**src/rtl/pixel_write_fifo.sv**
```systemverilog
// Buffers the rasterizer's framebuffer address stream, filters off-screen and repeated
// pixels, and writes the survivors with the primitive colour to the SRAM port.
module pixel_write_fifo #(
    parameter int unsigned ADDR_W      = 19,
    parameter int unsigned COLOR_W     = 8,
    parameter int unsigned DEPTH       = 16,
    parameter int unsigned STOP_MARGIN = 2,
    parameter int unsigned MAX_ADDR    = 307199
) (
    input  logic               clk,
    input  logic               rst,
    input  logic               prim_start,
    input  logic [COLOR_W-1:0] prim_color,
    input  logic [ADDR_W-1:0]  pix_addr,
    input  logic               pix_valid,
    input  logic               prim_done,
    output logic               stop,
    output logic [ADDR_W-1:0]  sram_addr,
    output logic [COLOR_W-1:0] sram_wdata,
    output logic               sram_we,
    input  logic               sram_ack,
    output logic               busy,
    output logic               write_done,
    output logic [15:0]        clip_count,
    output logic               overflow
);

    localparam int unsigned PTR_W = $clog2(DEPTH);
    localparam int unsigned CNT_W = PTR_W + 1;

    typedef enum logic [1:0] {S_IDLE, S_ACTIVE, S_DRAIN, S_DONE} state_t;

    state_t              r_state;
    state_t              w_state_next;
    logic [ADDR_W-1:0]   r_mem [DEPTH];
    logic [PTR_W-1:0]    r_wr_ptr;
    logic [PTR_W-1:0]    r_rd_ptr;
    logic [CNT_W-1:0]    r_count;
    logic [ADDR_W-1:0]   r_last_addr;
    logic                r_last_valid;
    logic [COLOR_W-1:0]  r_color;
    logic [ADDR_W-1:0]   r_sram_addr;
    logic                r_sram_we;
    logic                r_stop;
    logic                r_busy;
    logic                r_write_done;
    logic [15:0]         r_clip_count;
    logic                r_overflow;

    logic                w_start;
    logic                w_in_pix;
    logic                w_clip;
    logic                w_dup;
    logic                w_push_req;
    logic                w_full;
    logic                w_pop;
    logic                w_push;
    logic                w_lost;
    logic [CNT_W-1:0]    w_count_next;
    logic [CNT_W-1:0]    w_count_after_pop;
    logic [PTR_W-1:0]    w_rd_ptr_next;
    logic [ADDR_W-1:0]   w_head_next;
    logic                w_busy_next;
    logic                w_done_next;

    assign w_start           = (r_state == S_IDLE) && prim_start;
    assign w_in_pix          = (r_state == S_ACTIVE) && pix_valid;
    assign w_clip            = w_in_pix && (pix_addr > ADDR_W'(MAX_ADDR));
    assign w_dup             = w_in_pix && !w_clip && r_last_valid && (pix_addr == r_last_addr);
    assign w_push_req        = w_in_pix && !w_clip && !w_dup;
    assign w_full            = (r_count == CNT_W'(DEPTH));
    assign w_pop             = r_sram_we && sram_ack;
    // A full FIFO can still accept when its head leaves in the same cycle
    assign w_push            = w_push_req && (!w_full || w_pop);
    assign w_lost            = w_push_req && w_full && !w_pop;
    assign w_count_next      = r_count + CNT_W'(w_push) - CNT_W'(w_pop);
    assign w_count_after_pop = r_count - CNT_W'(w_pop);
    assign w_rd_ptr_next     = r_rd_ptr + PTR_W'(w_pop);
    // With nothing left behind the popped head, the incoming pixel becomes the head
    assign w_head_next       = (w_count_after_pop == '0) ? pix_addr : r_mem[w_rd_ptr_next];

    // State register
    always_ff @(posedge clk) begin
        if (rst) begin
            r_state <= S_IDLE;
        end else begin
            r_state <= w_state_next;
        end
    end

    // Next-state logic
    always_comb begin
        w_state_next = r_state;
        case (r_state)
            S_IDLE:   if (prim_start) w_state_next = S_ACTIVE;
            S_ACTIVE: if (prim_done) w_state_next = S_DRAIN;
            S_DRAIN:  if ((r_count == '0) && !r_sram_we) w_state_next = S_DONE;
            S_DONE:   w_state_next = S_IDLE;
            default:  w_state_next = S_IDLE;
        endcase
    end

    // Status outputs decoded from the upcoming state, registered below
    always_comb begin
        w_busy_next = (w_state_next != S_IDLE);
        w_done_next = (w_state_next == S_DONE);
    end

    always_ff @(posedge clk) begin
        if (w_push) begin
            r_mem[r_wr_ptr] <= pix_addr;
        end
    end

    always_ff @(posedge clk) begin
        if (rst) begin
            r_wr_ptr     <= '0;
            r_rd_ptr     <= '0;
            r_count      <= '0;
            r_last_addr  <= '0;
            r_last_valid <= 1'b0;
            r_color      <= '0;
            r_sram_addr  <= '0;
            r_sram_we    <= 1'b0;
            r_stop       <= 1'b0;
            r_busy       <= 1'b0;
            r_write_done <= 1'b0;
            r_clip_count <= '0;
            r_overflow   <= 1'b0;
        end else begin
            r_wr_ptr     <= r_wr_ptr + PTR_W'(w_push);
            r_rd_ptr     <= w_rd_ptr_next;
            r_count      <= w_count_next;
            r_sram_we    <= (w_count_next != '0);
            r_stop       <= (w_count_next >= CNT_W'(DEPTH - STOP_MARGIN));
            r_busy       <= w_busy_next;
            r_write_done <= w_done_next;
            if (w_count_next != '0) begin
                r_sram_addr <= w_head_next;
            end
            if (w_start) begin
                r_color      <= prim_color;
                r_clip_count <= '0;
                r_overflow   <= 1'b0;
                r_last_valid <= 1'b0;
            end else begin
                if (w_clip && (r_clip_count != 16'hFFFF)) begin
                    r_clip_count <= r_clip_count + 16'd1;
                end
                if (w_lost) begin
                    r_overflow <= 1'b1;
                end
                if (w_in_pix && !w_clip) begin
                    r_last_addr  <= pix_addr;
                    r_last_valid <= 1'b1;
                end
            end
        end
    end

    assign stop       = r_stop;
    assign sram_addr  = r_sram_addr;
    assign sram_wdata = r_color;
    assign sram_we    = r_sram_we;
    assign busy       = r_busy;
    assign write_done = r_write_done;
    assign clip_count = r_clip_count;
    assign overflow   = r_overflow;

endmodule

```
**config.mk**
```make
export PLATFORM = sky130hd
export DESIGN_NAME = pixel_write_fifo
export DESIGN_NICKNAME = d
export VERILOG_FILES = /design/src/rtl/pixel_write_fifo.sv
export SDC_FILE = /design/constraint.sdc
export NUM_CORES = 1
export LEC_CHECK = 0
export CAP_MARGIN = 20
export CORE_MARGIN = 1
export CORE_UTILIZATION = 45
export DETAILED_ROUTE_END_ITERATION = 12
export HOLD_SLACK_MARGIN = 0.02
export PLACE_DENSITY = 0.73
export SETUP_SLACK_MARGIN = 0.15
export SLEW_MARGIN = 0
export SYNTH_ARGS = -nofsm -noshare
export SYNTH_HDL_FRONTEND = slang
export SYNTH_SLANG_ARGS = --single-unit
```
**constraint.sdc**
```tcl
create_clock -name clk -period 6.4 [get_ports clk]
set_input_delay 1.92 -clock clk [delete_from_list [all_inputs] [get_ports clk]]
set_output_delay 1.92 -clock clk [all_outputs]
set_load 0.01 [all_outputs]
```
==> impl_metrics.py, run 1 <==
metrics = {
    "global_route": {
        "grt-ovfl-total": 0,
        "grt_pass1_vias": 9087,
        "gr-usage-all-layers": 0.202,
        "grt_pass1_wl_um": 54200,
        "antenna_found_initial": 0,
        "grt_max_degree": 47,
    },
    "floorplanning": {
        "core_area_mm2": 0.0339,
        "start_util": 0.462,
        "die_x_um": 188,
        "die_area_mm2": 0.0355,
        "fp.dieH_um": 188,
        "ios": 81,
        "placementRows": 67,
    },
    "worst_hold_path": {
        "hp-class": "flip-flop to flip-flop",
        "hp-start": "overflow",
    },
    "logic_synthesis": {
        "synth.distinct_cells": 51,
        "seq_area_frac_synth": 0.690,
        "synth_ff_type": "edfxtp_1",
        "yosys_warnings": 0,
        "synth-edff-count": 304,
        "synthArstFlopShare": 0,
        "netlist_instances": 920,
        "synth_seq_cells": 387,
        "postSynthAreaPerCell_um2": 17.0,
        "netlist_area_mm2": 0.0156,
        "synth_fp_nets": 967,
    },
    "drt": {
        "via_per_inst": 5.84,
        "postRouteAntennaNets": 0,
        "initialDrtViolationCount": 841,
        "routedWlPerCell_um": 23.2,
        "dr.pass1.iters": 5,
        "vias": 8861,
        "drc_errors": 0,
        "wirelength_um": 35200,
    },
    "sta": {
        "final.setup_skew_ns": 0.0160,
        "finalHoldViolCount": 0,
        "worst_slew_pin_slew_ns": 1.08,
        "setup_tns_ns": 0,
        "slew_viol_final": 0,
        "period_share": 0.875,
        "relSlewSlack": 0.282,
        "fmax_mhz": 179,
        "rsz0062_at_grt": "no",
        "final.min_clock_period_ns": 5.60,
        "setup_viol_count_final": 0,
    },
    "layout": {
        "fin_cells": 1517,
        "regArea_mm2": 0.0108,
        "diodes": 0,
        "fillers": 2627,
        "multi_input_area_mm2": 0.00469,
        "nNetsFinal": 1086,
        "synthToLayoutAreaGrowth_pct": 18.6,
        "mostFrequentLayoutCells": "edfxtp_1 (304), dfxtp_1 (83), clkdlybuf4s50_1 (79)",
        "drive_gt1_frac": 0.225,
        "layout_commonest_cell": "edfxtp_1",
    },
    "setup_path": {
        "crit_type": "primary input to flip-flop",
        "r2r_cells": 15,
        "cp.arrival_ns": 6.02,
        "startpoint": "pix_addr[15]",
        "endpoint_kind": "flip-flop",
        "rrSetupSlack_ns": 2.52,
        "endpoint": "sram_we",
        "startpoint_type": "primary input",
        "required_ns": 6.82,
        "worstReg2RegStart": "r_count[2]",
        "crit_fanout": 20,
        "r2r_end": "sram_we",
    },
    "power": {
        "power_frac_comb": 0.241,
        "vdd_drop_max_v": 0.000211,
        "p_int_uw": 4770,
        "p_leak_uw": 0.00610,
        "p_switching_uw": 1880,
        "clockPowerShare": 0.326,
        "power_density_mw_per_mm2": 358,
        "swShare": 0.282,
        "p_seq_frac": 0.433,
    },
    "clock_network": {
        "cts_resized": 0,
        "clk_latency_ns": 0.53,
        "clockBufferDepth": 3,
        "cts-htree-levels": 2,
        "cts_tree": "built",
        "clock-sinks": 387,
        "ctsHoldBuffers": 0,
        "clkTransAtPathRegs_ns": 0.07,
        "cts_setup_buffers": 0,
        "cts-root-buf": "clkbuf_16",
        "numCtsBuffers": 38,
    },
    "place": {
        "post-dp-hpwl_um": 22100,
        "place_congestion": 0.827,
        "portBuffers": 80,
        "dp.cells": 1447,
    },
    "job": {
        "cap_violations": 0,
    },
    "outcome": {
        "status": "finished, final reports clean",
    },
}
-- cell usage after synthesis, types with 7 or more instances --
| cell | instances | share of area |
|---|---|---|
| a21oi_1 | 19 | 0.0061 |
| a2bb2oi_1 | 19 | 0.011 |
| a31oi_1 | 19 | 0.0076 |
| buf_2 | 18 | 0.0058 |
| buf_4 | 7 | 0.0034 |
| clkbuf_1 | 28 | 0.0067 |
| dfxtp_1 | 83 | 0.11 |
| edfxtp_1 | 304 | 0.58 |
| ha_1 | 13 | 0.010 |
| inv_1 | 17 | 0.0041 |
| mux2_2 | 19 | 0.014 |
| mux2i_1 | 49 | 0.031 |
| mux4_2 | 76 | 0.11 |
| nand2_1 | 32 | 0.0077 |
| nand3_1 | 13 | 0.0042 |
| nand4_1 | 9 | 0.0036 |
| nor2_1 | 39 | 0.0094 |
| nor4_1 | 24 | 0.0096 |
| o31ai_1 | 10 | 0.0048 |
| o41ai_1 | 20 | 0.011 |
| or4_1 | 11 | 0.0053 |
| xnor2_1 | 13 | 0.0073 |
| xor2_1 | 15 | 0.0084 |
-- sequential cells by signal, summed over array words and instances (netlist names), 2 cells and up --
name	flops
clip_count	16
r_count	5
r_last_addr	19
r_mem	304
r_rd_ptr	4
r_state	2
r_wr_ptr	4
sram_addr	19
sram_wdata	8
-- kinds of logic after synthesis --
group / after synthesis / share of synthesized area
flops: 387 / 0.690
simple gates: 171 / 0.0578
mux: 144 / 0.154
compound gates: 104 / 0.0498
buf+inv: 72 / 0.0209
xor+xnor: 28 / 0.0157
fa+ha+maj: 14 / 0.0117
-- layer usage --
layer | wire (um) | track usage | vias up | part of all wire
met5 | 0 | 0 | - | 0
met3 | 2400 | 0.0326 | 64 | 0.068
met4 | 835 | 0.0565 | 0 | 0.024
met1 | 15000 | 0.282 | 4532 | 0.43
met2 | 17000 | 0.328 | 332 | 0.48
li1 | - | - | 3933 | -
-- how the worst min path moves through the flow --
stage               slack (ns)  cells after the start           end
floorplan                 0.46                      2  r_last_valid
global placement          0.44                      2      overflow
detailed placement        0.44                      2      overflow
CTS                       0.46                      2      overflow
global route              0.48                      2      overflow
finish                    0.45                      2      overflow
-- power by group through the flow --
stage | clock (uW) | sequential, uW | combinational [uW]
CTS | 2190 | 2880 | 1610
finish | 2170 | 2880 | 1600
global placement | 0 | 2930 | 1570
global route | 2290 | 2880 | 1710
detailed placement | 0 | 2930 | 1600
floorplan | 0 | 2920 | 1050
-- layout make-up --
| class | instances | share of cell area |
|---|---|---|
| multi-input combinational | 461 | 0.253 |
| clock buffer | 53 | 0.0570 |
| inverter | 17 | 0.00344 |
| tap | 448 | 0.0302 |
| sequential | 387 | 0.581 |
| timing repair buffer | 134 | 0.0667 |
| clock inverter | 17 | 0.00843 |
-- per-stage QoR --
step,total power [uW],worst slack [ns],utilization,hold WS (ns),instance area (um2)
after floorplan,3970,1.08,-,0.462,15600
after global placement,4500,0.412,0.512,0.441,17300
after detailed placement,4540,0.318,0.512,0.444,17300
after CTS,6690,0.858,0.548,0.459,18600
after global routing,6890,0.524,0.548,0.476,18600
final,6650,0.799,0.548,0.454,18600
-- critical path, stage by stage --
cell	delay, ns
clkdlybuf4s50_1	0.63
xor2_1	0.26
nor4_1	0.33
nand3_1	0.18
o31ai_4	0.29
or2_2	0.15
ha_1	0.22
inv_1	0.07
ha_1	0.15
inv_1	0.05
fa_1	0.40
o21bai_1	0.15
a21oi_1	0.13
xnor2_2	0.15
or3_1	0.63
and2_1	0.30
(Power assumes the default switching activity.)
==> inputs of run 2 (changes only) <==
Settings changed: CTS_CLUSTER_SIZE from default to 8.
==> run 2 against run 1 <==
  * Flip-flop and latch count unchanged
  * Combinational power barely moved
  * Total power rose by 6.0%
  * Clock power is 18% higher
  * Non-clock buffer count is the same
  * Count of clock-buffer cells in the layout rose by 42
  * Worst hold slack barely moved
==> impl_metrics.py, run 2 (synthesis results as in run 1) <==
metrics = {
    "drt": {
        "postRouteAntennaNets": 0,
        "drc_errors": 0,
        "via_per_inst": 5.78,
        "initialDrtViolationCount": 876,
        "wirelength_um": 35600,
        "dr.pass1.iters": 5,
        "routedWlPerCell_um": 23.1,
        "vias": 8927,
    },
    "sta": {
        "setup_viol_count_final": 0,
        "rsz0062_at_grt": "no",
        "finalHoldViolCount": 0,
        "slew_viol_final": 0,
        "final.min_clock_period_ns": 5.61,
        "relSlewSlack": 0.297,
        "setup_tns_ns": 0,
        "fmax_mhz": 178,
        "final.setup_skew_ns": 0.0195,
        "worst_slew_pin_slew_ns": 1.05,
        "period_share": 0.876,
    },
    "global_route": {
        "gr-usage-all-layers": 0.204,
        "grt_pass1_vias": 9171,
        "grt-ovfl-total": 0,
        "grt_max_degree": 47,
        "grt_pass1_wl_um": 54700,
        "antenna_found_initial": 0,
    },
    "clock_network": {
        "cts_setup_buffers": 0,
        "cts-htree-levels": 2,
        "clockBufferDepth": 3,
        "clock-sinks": 387,
        "ctsHoldBuffers": 0,
        "cts_tree": "built",
        "numCtsBuffers": 54,
        "cts-root-buf": "clkbuf_16",
        "clkTransAtPathRegs_ns": 0.05,
        "cts_resized": 0,
        "clk_latency_ns": 0.55,
    },
    "layout": {
        "regArea_mm2": 0.0108,
        "finish.instance_area_mm2": 0.0189,
        "fin_cells": 1544,
        "largest_reg_flops": 304,
        "diodes": 0,
        "multi_input_area_mm2": 0.00469,
        "layout_commonest_cell": "edfxtp_1",
        "synthToLayoutAreaGrowth_pct": 20.6,
        "mostFrequentLayoutCells": "edfxtp_1 (304), dfxtp_1 (83), clkdlybuf4s50_1 (79)",
        "nNetsFinal": 1102,
        "final_core_util": 0.557,
        "regMostFlops": "r_mem",
        "fillers": 2606,
        "drive_gt1_frac": 0.220,
    },
    "power": {
        "vdd_drop_max_v": 0.000210,
        "power_density_mw_per_mm2": 373,
        "power_uw": 7050,
        "p_leak_uw": 0.00622,
    },
    "place": {
        "portBuffers": 80,
        "post-dp-hpwl_um": 22100,
        "placed_area_mm2": 0.0173,
        "dp.cells": 1447,
        "place_congestion": 0.827,
    },
    "floorplanning": {
        "die_area_mm2": 0.0355,
        "fp.dieH_um": 188,
        "die_x_um": 188,
        "ios": 81,
        "start_util": 0.462,
        "core_area_mm2": 0.0339,
        "placementRows": 67,
    },
    "setup_path": {
        "startpoint_type": "primary input",
        "crit_fanout": 20,
        "cp.buffers_inverters": 3,
        "cp.arrival_ns": 6.05,
        "crit_family": "simple AND/OR/NAND/NOR gates",
        "endpoint_kind": "flip-flop",
        "slowest_stage": "or3_1",
        "cp_cell_sequence": "clkdlybuf4s50_1 > xor2_1 > nor4_1 > nand3_1 > o31ai_4 > or2_2 > ha_1 > inv_1 > ha_1 > inv_1 > fa_1 > xnor2_1 > nand3b_1 > or3_1 > and2_1",
        "crit_type": "primary input to flip-flop",
        "cpPeakStageDelay_ns": 0.67,
        "required_ns": 6.84,
    },
    "outcome": {
        "status": "finished, final reports clean",
    },
    "worst_hold_path": {
        "hp-class": "flip-flop to flip-flop",
    },
    "job": {
        "cap_violations": 0,
    },
}
run 2: through the flow:
| step | setup slack, ns | hold slack [ns] |
|---|---|---|
| after floorplan | 1.08 | 0.462 |
| after global placement | 0.412 | 0.441 |
| after detailed placement | 0.318 | 0.444 |
| after CTS | 0.872 | 0.457 |
| after global routing | 0.580 | 0.474 |
| final | 0.792 | 0.454 |
run 2: cell type report:
type                            count  area share
Clock buffer                       95      0.0797
Tap cell                          448      0.0297
Timing Repair Buffer              134      0.0656
Inverter                           17     0.00338
Multi-Input combinational cell    461       0.249
Clock inverter                      2     0.00126
Sequential cell                   387       0.572
run 2: where the power goes:
group / leakage (uW) / switching, uW / total, uW / internal (uW)
Sequential: 0.00341 / 82.6 / 2880 / 2800
Combinational: 0.00208 / 878 / 1610 / 730
Clock: 0.000721 / 988 / 2560 / 1570
Total: 0.00622 / 1950 / 7050 / 5100
run 2: layer usage:
| metal | GRT usage | share of wire | vias up |
|---|---|---|---|
| met3 | 0.0333 | 0.065 | 54 |
| met4 | 0.0561 | 0.020 | 0 |
| li1 | - | - | 3958 |
| met1 | 0.284 | 0.43 | 4566 |
| met5 | 0 | 0 | - |
| met2 | 0.332 | 0.49 | 349 |
run 2: worst register-to-register path, cell delays in order, from the launching register on:
cell and delay [ns]:
dfxtp_1 0.39, inv_1 0.10, ha_1 0.24, nor3b_1 0.18, and3_1 0.22, or2_2 0.30
ha_1 0.28, inv_1 0.08, ha_1 0.16, inv_1 0.06, fa_1 0.40, xnor2_1 0.26
nand3b_1 0.13, or3_1 0.67, and2_1 0.29
run 2: path summary, 6_finish.rpt:
path                                    from  slack [ns]  endpoint  cells past startpoint
worst max-delay path            pix_addr[15]        0.79   sram_we                     15
worst min register to register      overflow        0.45  overflow                      2
worst min-delay path                overflow        0.45  overflow                      2
worst max register to register    r_count[2]        2.51   sram_we                     14
